### config.mk
export PLATFORM = sky130hd
export DESIGN_NAME = hd44780_bus_driver
export DESIGN_NICKNAME = d
export VERILOG_FILES = /design/src/rtl/hd44780_pkg.sv /design/src/rtl/hd44780_delay_counter.sv /design/src/rtl/hd44780_bus_driver.sv
export SDC_FILE = /design/constraint.sdc
export NUM_CORES = 1
export LEC_CHECK = 0
export CORE_ASPECT_RATIO = 0.5
export CORE_MARGIN = 5
export CORE_UTILIZATION = 50
export CTS_BUF_LIST = sky130_fd_sc_hd__clkbuf_4
export CTS_CLUSTER_DIAMETER = 60
export DETAILED_ROUTE_END_ITERATION = 8
export PLACE_DENSITY = 0.78
export SLEW_MARGIN = 10
export SYNTH_ARGS = -nofsm -noshare
export SYNTH_HDL_FRONTEND = slang
export SYNTH_SLANG_ARGS = --single-unit
### constraint.sdc
create_clock -name i_clk -period 3.2 [get_ports i_clk]
set_input_delay 0.64 -clock i_clk [delete_from_list [all_inputs] [get_ports i_clk]]
set_output_delay 0.64 -clock i_clk [all_outputs]
set_load 0.01 [all_outputs]
### src/rtl/hd44780_pkg.sv
// Shared definitions for the HD44780 parallel-bus write driver:
// FSM state encoding, common instruction bytes and small helpers.
package hd44780_pkg;

  typedef enum logic [2:0] {
    POWERUP = 3'd0,
    IDLE    = 3'd1,
    SETUP   = 3'd2,
    ENABLE  = 3'd3,
    HOLD    = 3'd4,
    EXEC    = 3'd5
  } state_e;

  localparam logic [7:0] CMD_CLEAR        = 8'h01;
  localparam logic [7:0] CMD_HOME         = 8'h02;
  localparam logic [7:0] CMD_FUNCSET_8B2L = 8'h38;
  localparam logic [7:0] CMD_DISP_ON      = 8'h0C;
  localparam logic [7:0] CMD_ENTRY_INC    = 8'h06;

  // Clear Display (0x01) and Return Home (0x02/0x03, DB0 is don't-care)
  // are the only instructions with the long execution time. 0x00 is not
  // a real instruction and gets the short wait.
  function automatic logic is_long_cmd(input logic rs, input logic [7:0] d);
    return (!rs) && (d[7:2] == 6'b0) && (d[1:0] != 2'b00);
  endfunction

  function automatic int unsigned max_u(input int unsigned a, input int unsigned b);
    return (a > b) ? a : b;
  endfunction

endpackage

### src/rtl/hd44780_delay_counter.sv
// Loadable down-counter shared by every timed FSM state. A load of N-1
// followed by waiting for the zero flag gives a dwell of exactly N cycles.
// The count saturates at zero so an untimed state (IDLE) can sit forever.
module hd44780_delay_counter #(
  parameter int unsigned      WIDTH   = 8,
  parameter logic [WIDTH-1:0] RST_VAL = '0
) (
  input  logic             i_clk,
  input  logic             i_rst_n,
  input  logic             i_load,
  input  logic [WIDTH-1:0] i_load_val,
  output logic             o_zero
);

  localparam logic [WIDTH-1:0] ONE = WIDTH'(1);

  logic [WIDTH-1:0] count_q;
  logic [WIDTH-1:0] count_d;

  // Next count: a load wins, otherwise decrement until zero.
  always_comb begin
    count_d = count_q;
    if (i_load) begin
      count_d = i_load_val;
    end else if (count_q != '0) begin
      count_d = count_q - ONE;
    end
  end

  // Count register; reset preloads the power-up dwell.
  always_ff @(posedge i_clk) begin
    if (!i_rst_n) begin
      count_q <= RST_VAL;
    end else begin
      count_q <= count_d;
    end
  end

  assign o_zero = (count_q == '0);

endmodule

### src/rtl/hd44780_bus_driver.sv
// HD44780 8-bit parallel bus write driver. Takes one command/data byte per
// valid/ready handshake and emits a single write cycle with address setup,
// enable pulse and hold, then blocks for the instruction execution time.
// The busy flag is never read, so RW is tied low.
module hd44780_bus_driver
  import hd44780_pkg::*;
#(
  parameter int unsigned POWERUP_CYC    = 4000000,
  parameter int unsigned SETUP_CYC      = 4,
  parameter int unsigned E_HIGH_CYC     = 25,
  parameter int unsigned HOLD_CYC       = 2,
  parameter int unsigned EXEC_SHORT_CYC = 3700,
  parameter int unsigned EXEC_LONG_CYC  = 152000
) (
  input  logic       i_clk,
  input  logic       i_rst_n,
  input  logic       i_valid,
  output logic       o_ready,
  input  logic       i_rs,
  input  logic [7:0] i_d,
  output logic       o_lcd_rs,
  output logic       o_lcd_rw,
  output logic       o_lcd_e,
  output logic [7:0] o_lcd_d,
  output logic       o_busy
);

  // One counter serves every timed state, so it is sized for the longest.
  localparam int unsigned MAX_CYC = max_u(max_u(max_u(POWERUP_CYC, SETUP_CYC),
                                                max_u(E_HIGH_CYC, HOLD_CYC)),
                                          max_u(EXEC_SHORT_CYC, EXEC_LONG_CYC));
  localparam int unsigned CNT_W = $clog2(MAX_CYC) + 1;

  localparam logic [CNT_W-1:0] POWERUP_LD    = CNT_W'(POWERUP_CYC - 1);
  localparam logic [CNT_W-1:0] SETUP_LD      = CNT_W'(SETUP_CYC - 1);
  localparam logic [CNT_W-1:0] E_HIGH_LD     = CNT_W'(E_HIGH_CYC - 1);
  localparam logic [CNT_W-1:0] HOLD_LD       = CNT_W'(HOLD_CYC - 1);
  localparam logic [CNT_W-1:0] EXEC_SHORT_LD = CNT_W'(EXEC_SHORT_CYC - 1);
  localparam logic [CNT_W-1:0] EXEC_LONG_LD  = CNT_W'(EXEC_LONG_CYC - 1);

  state_e           state_q;
  state_e           state_d;
  logic             cnt_load;
  logic [CNT_W-1:0] cnt_val;
  logic             cnt_zero;
  logic             accept;

  logic             ready_q;
  logic             busy_q;
  logic             e_q;
  logic             rs_q;
  logic [7:0]       d_q;
  logic             long_q;

  hd44780_delay_counter #(
    .WIDTH   (CNT_W),
    .RST_VAL (POWERUP_LD)
  ) u_delay (
    .i_clk      (i_clk),
    .i_rst_n    (i_rst_n),
    .i_load     (cnt_load),
    .i_load_val (cnt_val),
    .o_zero     (cnt_zero)
  );

  // Next-state logic: each timed state loads the dwell of the state it
  // enters and leaves once the counter has drained to zero.
  always_comb begin
    state_d  = state_q;
    cnt_load = 1'b0;
    cnt_val  = '0;
    accept   = 1'b0;
    case (state_q)
      POWERUP: begin
        if (cnt_zero) begin
          state_d = IDLE;
        end
      end
      IDLE: begin
        if (i_valid && ready_q) begin
          accept   = 1'b1;
          state_d  = SETUP;
          cnt_load = 1'b1;
          cnt_val  = SETUP_LD;
        end
      end
      SETUP: begin
        if (cnt_zero) begin
          state_d  = ENABLE;
          cnt_load = 1'b1;
          cnt_val  = E_HIGH_LD;
        end
      end
      ENABLE: begin
        if (cnt_zero) begin
          state_d  = HOLD;
          cnt_load = 1'b1;
          cnt_val  = HOLD_LD;
        end
      end
      HOLD: begin
        if (cnt_zero) begin
          state_d  = EXEC;
          cnt_load = 1'b1;
          cnt_val  = long_q ? EXEC_LONG_LD : EXEC_SHORT_LD;
        end
      end
      EXEC: begin
        if (cnt_zero) begin
          state_d = IDLE;
        end
      end
      default: begin
        state_d  = POWERUP;
        cnt_load = 1'b1;
        cnt_val  = POWERUP_LD;
      end
    endcase
  end

  // State and registered pin/handshake outputs. Ready and busy follow the
  // next state so ready drops on the accepting edge. E is taken from the
  // current state, so it trails ENABLE by one cycle: the address gets
  // SETUP_CYC+1 cycles of setup and RS/D stay frozen until the next accept,
  // which is far beyond the required hold after E falls.
  always_ff @(posedge i_clk) begin
    if (!i_rst_n) begin
      state_q <= POWERUP;
      ready_q <= 1'b0;
      busy_q  <= 1'b1;
      e_q     <= 1'b0;
      rs_q    <= 1'b0;
      d_q     <= 8'h00;
      long_q  <= 1'b0;
    end else begin
      state_q <= state_d;
      ready_q <= (state_d == IDLE);
      busy_q  <= (state_d != IDLE);
      e_q     <= (state_q == ENABLE);
      if (accept) begin
        rs_q   <= i_rs;
        d_q    <= i_d;
        long_q <= is_long_cmd(i_rs, i_d);
      end
    end
  end

  assign o_ready  = ready_q;
  assign o_busy   = busy_q;
  assign o_lcd_e  = e_q;
  assign o_lcd_rs = rs_q;
  assign o_lcd_d  = d_q;
  assign o_lcd_rw = 1'b0;

endmodule

# Word level (Yosys, flattened, before mapping)
# Cells that the tools add are included.
# totals
reg_bits,39
input_bits,12
output_inout_bits,13
wordCells,46
# op_classes
n_addsub,1
n_eq_ne,7
mux,18
reduce_logical,12
# ops
operator,n
22-bit one-hot mux with 5 select lines,1
23-bit two-way mux,2
18-bit two-way mux,2
23-bit logical NOT,1
23-bit nonzero test,1
23-bit by 1-bit subtractor with 23-bit output (second input constant),1
3-bit two-way mux,5
3-bit one-hot mux with 5 select lines,1
3-bit by 1-bit == test with 1-bit output (second input constant),2
3-bit by 2-bit == test with 1-bit output (second input constant),2
3-bit == test (second input constant),2
6-bit logical NOT,1
5-bit two-way mux,1
1-bit two-way mux,4
2-bit nonzero test,2
1-bit logical AND,3
3-bit logical NOT,1
3-bit by 1-bit != test with 1-bit output (second input constant),1
1-bit one-hot mux with 3 select lines,1
3-bit OR reduction,1
2-bit two-way mux,1
2-bit OR reduction,1
1-bit logical NOT,1

# Logic depth before layout (Yosys ltp)
# Gate-level depths: netlist (run 1).
# logic_depth
ltp_word,4
ltp_mapped,9
depth_no_buf,7

# Hierarchy
# From an unflattened synthesis (run 1), not the netlist that was laid out.
# hier_totals
hier_cells,251
area_unflattened_um2,2132.0
# modules_own_cells
mod,instances,cells_each,area_per_inst_um2,seq_area_each_um2
hd44780_delay_counter,1,155,1347.5,460.4
hd44780_bus_driver,1,96,784.5,320.3

# Worst setup path after synthesis (run 1)
# No wires, ideal clock.
# synth_timing
path_kind,register -> register
from,register u_delay.count_q[0]
to,register u_delay.count_q[1]
setup_time_ps,134
arrival_ps,2355
required_time_ps,3066
path_slack_ps,711
path_stages_with_launch,10
n_path_buf,2
period_less_slack_ps,2489
path_cell_list,dfxtp_1 -> inv_1 -> ha_1 -> or4b_1 -> or4_1 -> buf_4 -> nor2_4 -> buf_6 -> nor2_1 -> or4_1
# synth_via
elab_chain_cells,4
elab_cells_between_ends,10
cone_classes,1 x add/sub; 6 x mux; 3 x reduce/logical
# synth_rtl
element,line,rtl
from (decl),hd44780_delay_counter.sv:17,logic [WIDTH-1:0] count_q;
from (signal assigned),hd44780_delay_counter.sv:35,count_q <= count_d;
"parallel branches: the longest is 4 deep, another holds 23-bit by 1-bit subtractor with 23-bit output",--,
# Several ways; the timed one is not identified. The select of a mux whose other input is x is not followed.
# A chain may end at the register's enable or synchronous reset.

# Worst setup path in the final report (run 1)
# layout_timing
from,register u_delay.count_q[0]
to,register u_delay.count_q[8]
# Same word-level chain as after synthesis.

==> results of run 1 <==
## state kept, by name (all words and copies together) (netlist names)
register         cells
o_lcd_rs             1
o_busy               1
o_lcd_e              1
o_lcd_d              8
o_ready              1
state_q              3
u_delay.count_q     23
long_q               1
## worst reg2reg max path, stage by stage (launching register included)
cell	delay (ns)
dfxtp_1	0.35
inv_1	0.08
ha_1	0.20
or4b_1	0.54
or4_1	0.65
nor2_4	0.33
a211o_1	0.41
o31ai_1	0.15
## routing by layer
metal	routed length (um)	vias up	share of wire, %
met2	2070	68	44
met3	302	4	6.5
met5	0	-	0
met4	41	0	0.88
met1	2230	870	48
li1	-	862	-
## cell families (layout without fill, tap and decap cells)
kind of cell             count (synthesis)  after routing  synth area share, %
AND/OR/NAND/NOR                         90             90                 25.8
multiplexers                             1              1                0.579
other                                    1              1                0.193
AO/OA/AOI/OAI                           59             59                 21.8
XOR/XNOR                                15             15                 6.76
adder cells (fa/ha/maj)                  1              1                0.644
flip-flops                              39             39                 40.2
buffers and inverters                   17             40                 4.12
## power breakdown
| part | switching (mW) | total [mW] | internal [mW] |
|---|---|---|---|
| clock | 0.176 | 0.340 | 0.164 |
| combinational | 0.0209 | 0.0424 | 0.0215 |
| sequential | 0.00278 | 0.491 | 0.489 |
| total | 0.200 | 0.874 | 0.675 |
## cells in the final DEF, fill, tap and decap left out, types with 6 or more instances in the layout
master / count
dfxtp_1: 39
nand2_1: 28
clkdlybuf4s50_1: 23
a21oi_1: 17
nor2_1: 11
or4_1: 10
nor3_1: 9
xnor2_1: 9
or3_1: 8
o21ai_0: 8
o31ai_1: 8
xor2_1: 6
## layout make-up
type	count	share of cell area (%)
multi-input cells	167	47.2
flip-flops and latches	39	34.0
repair buffers	28	11.7
well taps	54	2.94
clock inverters	3	1.91
clock buffers	5	1.64
inverters	4	0.654
## through the flow
stage          setup slack [ns]  power [mW]  std cells
3_3_place_gp              0.518       0.543        292
6_report                  0.370       0.874        300
5_1_grt                   0.135       0.903        300
2_1_floorplan             0.711       0.521        223
4_1_cts                   0.384       0.872        300
3_5_place_dp              0.372       0.543        292
## worst max path at each step
stage | to | slack, ns | depth (start not counted)
3_5_place_dp | u_delay.count_q[8] | 0.37 | 7
3_3_place_gp | u_delay.count_q[3] | 0.52 | 7
4_1_cts | u_delay.count_q[8] | 0.38 | 7
5_1_grt | u_delay.count_q[7] | 0.14 | 7
2_1_floorplan | u_delay.count_q[1] | 0.71 | 9
6_report | u_delay.count_q[8] | 0.37 | 7
==> flow_summary.ini, run 1 <==
[sta]
slew_viol_final = 0
worstMarginPinSlew_ns = 0.762
rsz0062_at_grt = false
hold_viol_final = 0
setup_viol = 0
clock_skew_ns = 0.0129
timing.hold.ws_ns = 0.462
fin_crit_ns = 2.83
finalSetupTns_ns = 0
clock.fmax_ghz = 0.353
relSlewSlack_pct = 48.9
fin_crit_sh_pct = 88.4

[synth]
synth-seq-area-share_pct = 40.2
ys.flop_type = dfxtp_1
synth_warnings = 0
async_reset_ff_share_pct = 0
syn_inst = 223
netlist_top_cells_count = dfxtp_1 (39), nand2_1 (28), a21oi_1 (17)
syn_nets = 236
synth_top_area_share_pct = 40.2
synth_area_mm2 = 0.00194
ys_ff_latch = 39
synthTopCellsByArea = dfxtp_1 (40%), nand2_1 (5.4%), a21oi_1 (4.4%)
post-synth-top-count-cell = dfxtp_1
postSynthAreaPerCell_um2 = 8.71
synth_cell_types = 50
synth_edf_count = 0
yosysTopAreaCell = dfxtp_1

[hold_path]
worstHoldStart = o_lcd_d[3]
holdCritPathClass = reg2reg
hold_end = o_lcd_d[3]
holdPathStages = 2

[setup_path]
worstReg2RegEnd = u_delay.count_q[8]
cp.arrival_ns = 3.06
cp_max_fo = 11
required_ns = 3.43
critPathLaunch = u_delay.count_q[0]
path_buf_inv = 1
cp_slowest_cell = or4_1
rr_startpoint = u_delay.count_q[0]
reg2reg_slack_ns = 0.37
crit_type = reg2reg
cp_slowest_stage_delay_ns = 0.65
end_kind = register
critPathTopFamily = simple AND/OR/NAND/NOR gates
crit_chain = inv_1, ha_1, or4b_1, or4_1, nor2_4, a211o_1, o31ai_1
reg2reg_depth = 7
start_kind = register

[clocking]
ctsResizeCount = 0
h-tree-depth = 2
cts.sinks = 39
tritoncts = yes
postCtsSetupBuffers = 0
hold_buffers = 0
cts.clk_slew.worst_paths_ns = 0.13
clockBufferDepth = 2
cts_root_buf = clkbuf_4
cts_buffers = 5
insertion_delay_ns = 0.35

[detailed_routing]
postRouteAntennaNets = 0
vias = 1804
drt-vias-per-instance = 6.01
wl_per_cell_um = 15.5
drtIter0Drc = 153
post-route-drc-count = 0
firstDrtPassIters = 5
wirelength_um = 4640

[layout]
nets = 258
area.sequential_um2 = 781
multi_input_area_mm2 = 0.00108
diodes = 0
n_fill_cell = 316
drive_gt1_share_pct = 9.76
fin_area_mm2 = 0.00229
final_core_util_pct = 60.0
area_delta_synth_final_pct = 18.1

[global_routing]
use_met1_pct = 24.8
grt_pass1_wl_um = 8150
met2_usage_pct = 32.4
overflow = 0
grt_pass1_vias = 1778
met3_usage_pct = 4.53
grt_usage_pct = 19.3
antenna_found_initial = 0
grt.busiest_layer = met2
grt_max_degree = 17

[die]
initial_utilization_pct = 50.8
die_x_um = 98.2
die_area_mm2 = 0.00531
coreArea_mm2 = 0.00382
fp.dieH_um = 54.1
ios = 25
rows = 16

[placement]
post_dp_cell_area_mm2 = 0.00221
place_congestion = 0.863
dp.final_hpwl_um = 3320
io_buffers = 23

[outcome]
status = completed

[pwr]
p_leak_nw = 0.761
power_density_mw_per_mm2 = 381
ir_drop_mv = 0.219

[run]
cap_viol_max_count = 0
(Power assumes the default switching activity.)
==> run 2, diff against run 1 <==
--- a/config.mk
+++ b/config.mk
@@ -11,6 +11,7 @@
 export CTS_BUF_LIST = sky130_fd_sc_hd__clkbuf_4
 export CTS_CLUSTER_DIAMETER = 60
 export DETAILED_ROUTE_END_ITERATION = 8
+export GPL_ROUTABILITY_DRIVEN = 0
 export PLACE_DENSITY = 0.78
 export SLEW_MARGIN = 10
 export SYNTH_ARGS = -nofsm -noshare
==> results of run 2 <==
No change in the layout: final DEF, timing and power equal those of run 1.
==> run 3, diff against run 2 <==
--- a/config.mk
+++ b/config.mk
@@ -13,7 +13,7 @@
 export DETAILED_ROUTE_END_ITERATION = 8
 export GPL_ROUTABILITY_DRIVEN = 0
 export PLACE_DENSITY = 0.78
-export SLEW_MARGIN = 10
+export SLEW_MARGIN = 5
 export SYNTH_ARGS = -nofsm -noshare
 export SYNTH_HDL_FRONTEND = slang
 export SYNTH_SLANG_ARGS = --single-unit
==> results of run 3 <==
No change in the layout: final DEF, timing and power equal those of run 1.
